File: config.mk
export PLATFORM = sky130hd
export DESIGN_NAME = csmulti_mac_accum_flat
export DESIGN_NICKNAME = d
export VERILOG_FILES = /design/src/rtl/csmulti_pkg.sv /design/src/rtl/csmulti_mac_accum_if.sv /design/src/rtl/csmulti_mac_accum.sv /design/src/flat_wrapper.sv
export SDC_FILE = /design/constraint.sdc
export NUM_CORES = 1
export LEC_CHECK = 0
export ABC_AREA = 1
export CELL_PAD_IN_SITES_DETAIL_PLACEMENT = 0
export CELL_PAD_IN_SITES_GLOBAL_PLACEMENT = 1
export CORE_UTILIZATION = 35
export CTS_CLUSTER_DIAMETER = 40
export DETAILED_ROUTE_END_ITERATION = 10
export PLACE_DENSITY_LB_ADDON = 0.1
export RECOVER_POWER = 50
export SLEW_MARGIN = 10
export SYNTH_ARGS = -nofsm -noshare
export SYNTH_HDL_FRONTEND = slang
export SYNTH_SLANG_ARGS = --single-unit
File: constraint.sdc
create_clock -name clk -period 2.1 [get_ports clk]
set_clock_uncertainty 0.2 [all_clocks]
set_input_delay 0.42 -clock clk [delete_from_list [all_inputs] [get_ports clk]]
set_output_delay 0.42 -clock clk [all_outputs]
set_load 0.03 [all_outputs]
File: src/rtl/csmulti_pkg.sv
// csmulti_pkg: shared state type and default widths for the carry-save multiplier MAC back end
package csmulti_pkg;
   typedef enum logic {ACCUM, DRAIN} state_t;
   localparam int def_bitsize  = 8;
   localparam int def_accwidth = 2 * def_bitsize + 8;
   localparam int def_cntwidth = 8;
endpackage

File: src/rtl/csmulti_mac_accum_if.sv
// csmulti_mac_accum_if: product input and result output handshakes of the MAC accumulator
interface csmulti_mac_accum_if
   import csmulti_pkg::*;
#(
   parameter int bitsize  = def_bitsize,
   parameter int accwidth = def_accwidth,
   parameter int cntwidth = def_cntwidth
);
   logic                  in_valid;
   logic                  in_ready;
   logic                  in_last;
   logic [2*bitsize-1:0]  product;
   logic                  out_valid;
   logic                  out_ready;
   logic [accwidth-1:0]   acc_out;
   logic [cntwidth-1:0]   term_count;
   logic                  overflow;
   modport master (
      output in_valid, in_last, product, out_ready,
      input  in_ready, out_valid, acc_out, term_count, overflow
   );
   modport slave (
      input  in_valid, in_last, product, out_ready,
      output in_ready, out_valid, acc_out, term_count, overflow
   );
endinterface

File: src/rtl/csmulti_mac_accum.sv
// csmulti_mac_accum: sums unsigned product terms per group and holds the result until taken
module csmulti_mac_accum
   import csmulti_pkg::*;
#(
   parameter int bitsize  = def_bitsize,
   parameter int accwidth = def_accwidth,
   parameter int cntwidth = def_cntwidth
) (
   input logic                clk,
   input logic                rst,
   csmulti_mac_accum_if.slave bus
);
   state_t              state_q, state_d;
   logic [accwidth-1:0] acc_q, acc_d, acc_out_q, acc_out_d;
   logic [cntwidth-1:0] cnt_q, cnt_d, term_count_q, term_count_d, cnt_inc;
   logic                ovf_q, ovf_d, overflow_q, overflow_d, ovf_nxt;
   logic                accept, load, clear;
   logic [accwidth:0]   sum;

   // state, running group totals and the presented result
   always_ff @(posedge clk) begin
      if (rst) begin
         state_q      <= ACCUM;
         acc_q        <= '0;
         cnt_q        <= '0;
         ovf_q        <= 1'b0;
         acc_out_q    <= '0;
         term_count_q <= '0;
         overflow_q   <= 1'b0;
      end else begin
         state_q      <= state_d;
         acc_q        <= acc_d;
         cnt_q        <= cnt_d;
         ovf_q        <= ovf_d;
         acc_out_q    <= acc_out_d;
         term_count_q <= term_count_d;
         overflow_q   <= overflow_d;
      end
   end

   // leave ACCUM on an accepted last term, return once the result is taken
   always_comb begin
      state_d = (state_q == ACCUM) ? ((bus.in_valid && bus.in_last) ? DRAIN : ACCUM)
                                   : (bus.out_ready ? ACCUM : DRAIN);
   end

   // one extra sum bit catches the carry-out that makes overflow sticky
   always_comb begin
      accept       = (state_q == ACCUM) && bus.in_valid;
      load         = accept && bus.in_last;
      clear        = (state_q == DRAIN) && bus.out_ready;
      sum          = {1'b0, acc_q} + {{(accwidth + 1 - 2 * bitsize){1'b0}}, bus.product};
      cnt_inc      = (&cnt_q) ? cnt_q : cnt_q + 1'b1;
      ovf_nxt      = ovf_q | sum[accwidth];
      acc_d        = clear ? '0 : accept ? sum[accwidth-1:0] : acc_q;
      cnt_d        = clear ? '0 : accept ? cnt_inc : cnt_q;
      ovf_d        = clear ? 1'b0 : accept ? ovf_nxt : ovf_q;
      acc_out_d    = load ? sum[accwidth-1:0] : acc_out_q;
      term_count_d = load ? cnt_inc : term_count_q;
      overflow_d   = load ? ovf_nxt : overflow_q;
   end

   // handshake flags depend on state alone
   always_comb begin
      bus.in_ready   = (state_q == ACCUM);
      bus.out_valid  = (state_q == DRAIN);
      bus.acc_out    = acc_out_q;
      bus.term_count = term_count_q;
      bus.overflow   = overflow_q;
   end
endmodule

File: src/flat_wrapper.sv
// flat-port wrapper written by rule: the top's interface ports become plain ports
module csmulti_mac_accum_flat import csmulti_pkg::*;
#(
   parameter int bitsize  = def_bitsize,
   parameter int accwidth = def_accwidth,
   parameter int cntwidth = def_cntwidth
)
  (clk, rst, bus_in_valid, bus_in_last, bus_product, bus_out_ready, bus_in_ready, bus_out_valid, bus_acc_out, bus_term_count, bus_overflow);
  csmulti_mac_accum_if #(.bitsize(bitsize), .accwidth(accwidth), .cntwidth(cntwidth)) bus_i ();
  input logic clk;
  input logic rst;
  input wire logic [$bits(bus_i.in_valid)-1:0] bus_in_valid;
  input wire logic [$bits(bus_i.in_last)-1:0] bus_in_last;
  input wire logic [$bits(bus_i.product)-1:0] bus_product;
  input wire logic [$bits(bus_i.out_ready)-1:0] bus_out_ready;
  output wire logic [$bits(bus_i.in_ready)-1:0] bus_in_ready;
  output wire logic [$bits(bus_i.out_valid)-1:0] bus_out_valid;
  output wire logic [$bits(bus_i.acc_out)-1:0] bus_acc_out;
  output wire logic [$bits(bus_i.term_count)-1:0] bus_term_count;
  output wire logic [$bits(bus_i.overflow)-1:0] bus_overflow;
  assign bus_i.in_valid = bus_in_valid;
  assign bus_i.in_last = bus_in_last;
  assign bus_i.product = bus_product;
  assign bus_i.out_ready = bus_out_ready;
  assign bus_in_ready = bus_i.in_ready;
  assign bus_out_valid = bus_i.out_valid;
  assign bus_acc_out = bus_i.acc_out;
  assign bus_term_count = bus_i.term_count;
  assign bus_overflow = bus_i.overflow;
  csmulti_mac_accum #(.bitsize(bitsize), .accwidth(accwidth), .cntwidth(cntwidth)) u_core (.clk(clk), .rst(rst), .bus(bus_i));
endmodule
Word-level counts from Yosys, hierarchy flattened
Index checks and enable logic that the tools add are counted.

Output and inout bits: 35. Logic and storage cells: 21. Bits of input ports: 21. Flip-flop bits (word level): 67.

Add/sub/neg operators: 2. Muxes and demuxes: 4. Bitwise gates (word level): 2. Reduce and logical (&&, ||, !) cells: 6.

Operator list (count): 24-bit by 16-bit adder with 25-bit output (1); 8-bit by 1-bit adder with 8-bit output, second input constant (1); 8-bit two-way mux (1); 8-bit AND reduction (1); 1-bit logical AND (4); 1-bit two-way mux (3); 2-bit OR reduction (1); 1-bit inverter (1); 1-bit bitwise OR (1).

Logic depth before layout (Yosys ltp)
Gate-level depths: netlist of the first run.

Word-level depth: 3. Mapped depth: 13. Gate-level depth less buffers: 13.

Worst setup path after synthesis of the first run
No wires, ideal clock.

Path kind: input -> register. From: in bus_product[0]. To: reg u_core.acc_q[20]. Arrival: 1.792 ns. Required time: 1.791 ns. Cell stages on the path: 12. Library setup time: 0.109 ns. Setup slack: -0.001 ns. Path buffers: 0. Cells stage by stage: ha_1 fa_1 nand2_1 nand2_1 nand3_1 nand2_1 nand2_1 nand2_1 nand3_1 nand3_1 nand2_1 inv_1.

Longest elaborated chain between the ends: 1.

Ends and longest elaborated chain: from (decl) (line flat_wrapper.sv:14) `input wire logic [$bits(bus_i.product)-1:0] bus_product;`; 24-bit by 16-bit adder with 25-bit output (line csmulti_mac_accum.sv:52) `sum = {1'b0, acc_q} + {{(accwidth + 1 - 2 * bitsize){1'b0}}, bus.product};`; to (signal assigned) (line csmulti_mac_accum.sv:24) `acc_q <= '0;`; to (signal assigned) (line csmulti_mac_accum.sv:32) `acc_q <= acc_d;`; to (decl) (line csmulti_mac_accum.sv:14) `logic [accwidth-1:0] acc_q, acc_d, acc_out_q, acc_out_d;`.

Every way passes these cells. A chain may end at the register's enable or synchronous reset.

Final worst setup path of the first run
From: reg u_core.state_q (netlist: u_core.bus.out_valid). To: out bus_in_ready.

Longest elaborated chain between the ends: 1.

Ends and longest elaborated chain: from (decl) (line csmulti_mac_accum.sv:13) `state_t state_q, state_d;`; from (signal assigned) (line csmulti_mac_accum.sv:31) `state_q <= state_d;`; 1-bit inverter; to (decl) (line flat_wrapper.sv:16) `output wire logic [$bits(bus_i.in_ready)-1:0] bus_in_ready;`.

Every way passes these cells.

==> results, run 1 <==
- The most used flip-flop cell after synthesis is dfxtp_1.
- The total buffers and inverters traversed by the critical path is 2.
- Setup slack on the critical path of the routed design comes to 0.07286 ns.
- The total area inside the core boundary comes to 11520 µm².
- The largest voltage drop on the vdd net is 0.5891 mV.
- The post-route standard cell area excluding fillers is 5849 µm².
- The clock period minus final worst setup slack is 2.027 ns.
- In the post-synthesis netlist, the biggest area contributors are dfxtp_1 (32%), nand2_1 (15%), inv_1 (12%).
- The first global-routing pass estimated 20730 µm of wire.
- The final routed DRC violation total is 6.
- The number of buffers inserted during clock tree synthesis is 9.
- The layer flagged by global routing as most heavily used is met2.
- The number of I/O port buffers is 55.
- The top-area cell type share of the netlist area is 32.16%.
- The floorplan step set the die height to 111.2 µm.
- After detailed routing, the average wire length per cell comes to 13.36 µm.
- Setup violations remaining at the end of the flow were counted as 0.
- In this run the remaining antenna-violating nets after routing total 0.
- The global-route usage over all layers is 21.23%.
- Measured in cells, the most critical reg-to-reg path has a length of 9.
- The netlist uses 35 different library cells.
- In this design, the stage delay of the slowest critical-path cell is 0.66 ns.
- The floorplan row count is 39.
- The met1 usage is 25.61%.
- TritonCTS built the clock tree.
- The I/O pin count is 56.
- The maximum number of pins on one net before global-route repair is 31.
- The min-delay analysis places its worst path in the category reg2reg.
- The type of the worst setup path is reg2out.
- The number of vias after detailed routing is 4403.
- The length of the first detailed-routing pass in iterations is 7.
- The net count reported at finish is 827.
- The clock passes through at most 2 buffers.
- The initial antenna violation count came to 0.
- The number of placed instances, taps included is 915.
- The hold path startpoint is u_core.ovf_q$_SDFFE_PP0P_.
- The hold violation total from the final report is 0.
- The sum of routed wire length over all layers is 12510 µm.
- The number of pins exceeding their max-slew limit in the final report is 0.
- The setup slack of the most critical reg-to-reg path is 0.10 ns.
- The die covers 12360 µm².
- The run finished, with violations left.
- The required arrival time at the worst endpoint is 1.48 ns.
- The slowest library cell on the worst path is clkdlybuf4s50_1.
- The minimum hold slack is 0.2572 ns.
- The async set-reset flop share out of synthesis is 0%.
- The relative max-transition margin is 63.94%.
- The final reports fail on design-rule violations.
- Walking the worst path, the cells encountered are inv_2 -> clkdlybuf4s50_1.
- Once detailed placement completed, the half-perimeter wirelength came to 9466 µm.
- Clock-pin slew was measured on the worst setup and hold paths at 0.06 ns.
- The summed instance area of the synthesized netlist is 4170 µm².
- The clock reaches the later pin of the worst-skew pair after 0.34 ns.
- The worst path uses 96.53% of the clock period.
- The effective utilization at floorplan is 36.21%.
- The total power divided by cell area is 717.6 nW/µm².
- The root buffer cell chosen for the clock tree is clkbuf_16.
- STA classifies the critical path startpoint as a register.
- At the end of the flow the core is filled with cells to 50.79%.
- After technology mapping, the gate count stands at 686.
- Counting flops and latches in the post-synthesis netlist gives 67.
- The transition time of the tightest slew-check pin is 0.5401 ns.
- The detailed router finished its first iteration with 159 violations.
- The maximum clock frequency is 0.4933 GHz.
- The arrival time of data at the critical path endpoint is 1.41 ns.
- The largest driver fanout on the critical path is 3.
- Global routing finished with a remaining overflow of 0.
- From synthesis to final layout, the design area changed by 40.26%.
- The average via count per standard cell is 4.704.
- At the placement stage, the worst setup path has a slack of -0.4671 ns.
- The endpoint of the worst register-to-register path is u_core.bus.acc_out[6]$_SDFFE_PP0P_.
- The launching point of the worst reg2reg path is u_core.acc_q[0]$_SDFFE_PP0P_.
- The number of violations of the max-capacitance limit is 0.
- The count of warnings emitted by yosys is 0.
- The kind of cell adding the most delay to the critical path is buffers and inverters.
- For hold timing, the worst endpoint is u_core.ovf_q$_SDFFE_PP0P_.
- The number of global-route vias before repair is 4274.
- The repair_antennas step left the layout with diodes totalling 0.
- The worst hold path was traced through 2 stages.
- The die is 111.2 µm wide.
- The count of flip-flops with a built-in enable after synthesis is 0.
- The sequential fraction of the synthesis area is 32.16%.
- The number of cells in the finished layout apart from fillers is 936.
- The standard cell area after detailed placement is 5197 µm².
- After synthesis, the mean cell area works out to 6.079 µm².
- Counting every net in the synthesized netlist gives 725.
- The met2 usage is 37.40%.
- Summed over all cells, the static leakage comes to 3.088 nW.
- In this run the number of H-tree levels came out at 3.
- The weighted congestion reported at the end of routability-driven placement is 0.9198.
- Of the cells placed in the final design, the portion with a size suffix greater than 1 is 16.77%.
- The total number of clock tree sinks is 67.
- Setup repair after global routing could not meet its margin everywhere.
- The worst setup path is captured at a primary output.
- The biggest area contributor in the post-synthesis netlist is dfxtp_1.
- The global-route track usage on met3 is 4.593%.
## synth_stat cells, types with 2 or more instances
| cell | instances |
|---|---|
| nand3_1 | 56 |
| buf_2 | 8 |
| nand3_2 | 2 |
| ha_1 | 17 |
| nand3b_1 | 3 |
| inv_1 | 128 |
| xor2_1 | 9 |
| nor2_1 | 119 |
| o211ai_1 | 8 |
| nor3_1 | 3 |
| clkbuf_1 | 6 |
| a21oi_1 | 26 |
| nand4_1 | 8 |
| o21ai_0 | 24 |
| nand2_1 | 171 |
| nor4_1 | 2 |
| buf_1 | 3 |
| o21ai_1 | 7 |
| inv_2 | 4 |
| dfxtp_1 | 67 |
## state kept, by name, summed over array words and instances (netlist names)
signal and cells:
u_core.bus.acc_out 24, u_core.bus.overflow 1, u_core.cnt_q 8, u_core.bus.out_valid 1, u_core.bus.term_count 8, u_core.acc_q 24, u_core.ovf_q 1
## cell families (layout without fill, tap and decap cells)
group,Yosys count,after routing,synth area share (%)
and+or+nand+nor,369,369,36.69
DFF,67,67,32.16
xor gates and xnor gates,10,10,2.100
adders and majority gates,18,18,5.580
AOI/OAI and AO/OA,72,72,9.541
buffers and inverters,150,257,13.92
## how the worst max path moves through the flow
stage,start,endpoint,slack (ns),cells past startpoint
global route,bus_product[14],u_core.bus.overflow$_SDFFE_PP0P_,-0.02,11
finish,u_core.bus.out_valid$_SDFF_PP0_,bus_in_ready,0.07,2
CTS,bus_product[0],u_core.bus.acc_out[8]$_SDFFE_PP0P_,-0.003,12
global placement,bus_product[6],u_core.bus.acc_out[7]$_SDFFE_PP0P_,-0.46,10
floorplan,bus_product[0],u_core.acc_q[20]$_SDFFE_PP0P_,0.06,12
detailed placement,bus_product[0],u_core.acc_q[20]$_SDFFE_PP0P_,-0.47,13
## timing repair
item / 4_1_cts / 5_1_grt
pin swaps: 8 / 28
setup endpoints to repair: 34 / 42
hold buffers: 0 / 0
gates resized for setup: 35 / 51
setup buffers: 1 / 4
## routing by layer
layer  vias to the layer above  routed length (µm)  part of all wire (%)
met4                         0                 160                   1.3
met3                        11                 344                   2.8
met2                        56                6095                    49
li1                       2324                   -                     -
met1                      2012                5908                    47
met5                         -                   0                     0
## power by group
group,switching [mW],internal [mW]
Clock,0.606,0.799
Combinational,0.757,0.567
Sequential,0.0883,1.38
## cell type report
type,instances,area (µm²)
clock buffers,10,229.0
clock inverters,6,41.29
fillers,1205,5667
inverters,132,495.5
multi-input cells,469,2590
flip-flops and latches,67,1341
well taps,143,178.9
repair buffers,109,973.4
## layout by cell type (no fill, tap or decap), types with 5 or more instances in the layout
cell type	netlist	final
nand2_1	171	153
inv_1	128	129
nor2_1	119	107
dfxtp_1	67	67
nand3_1	56	49
buf_4	0	49
clkdlybuf4s50_1	0	29
o21ai_0	24	25
a21oi_1	26	24
nand2_2	1	15
ha_4	0	13
dlygate4sd3_1	0	12
nor2_2	1	9
xor2_1	9	9
clkbuf_16	0	9
dlymetal6s2s_1	0	9
nand3_2	2	8
nand4_1	8	8
o211ai_1	8	8
o21ai_1	7	5
dlygate4sd2_1	0	5
## worst reg2reg max path: cells and delay by family, from the launching register on
kind	cells	cell delay, ns
buffers and inverters	1	0.05
AO/OA/AOI/OAI	1	0.19
adder cells (fa/ha/maj)	2	0.58
AND/OR/NAND/NOR	4	0.35
XOR/XNOR	1	0.21
flip-flops	1	0.32
## stage by stage
step	TNS [ns]	total power, mW
floorplan	0	2.193
global placement	-16.56	2.663
detailed placement	-17.35	2.672
CTS	-0.003484	4.202
global route	-0.06456	4.449
finish	0	4.198
Note: power is estimated with default switching activity, not from simulation.
==> run 2: changes to the inputs <==
--- a/config.mk
+++ b/config.mk
@@ -6,6 +6,7 @@
 export NUM_CORES = 1
 export LEC_CHECK = 0
 export ABC_AREA = 1
+export CAP_MARGIN = 40
 export CELL_PAD_IN_SITES_DETAIL_PLACEMENT = 0
 export CELL_PAD_IN_SITES_GLOBAL_PLACEMENT = 1
 export CORE_UTILIZATION = 35
==> results of run 2 <==
No change in the layout: final DEF, timing and power equal those of run 1.
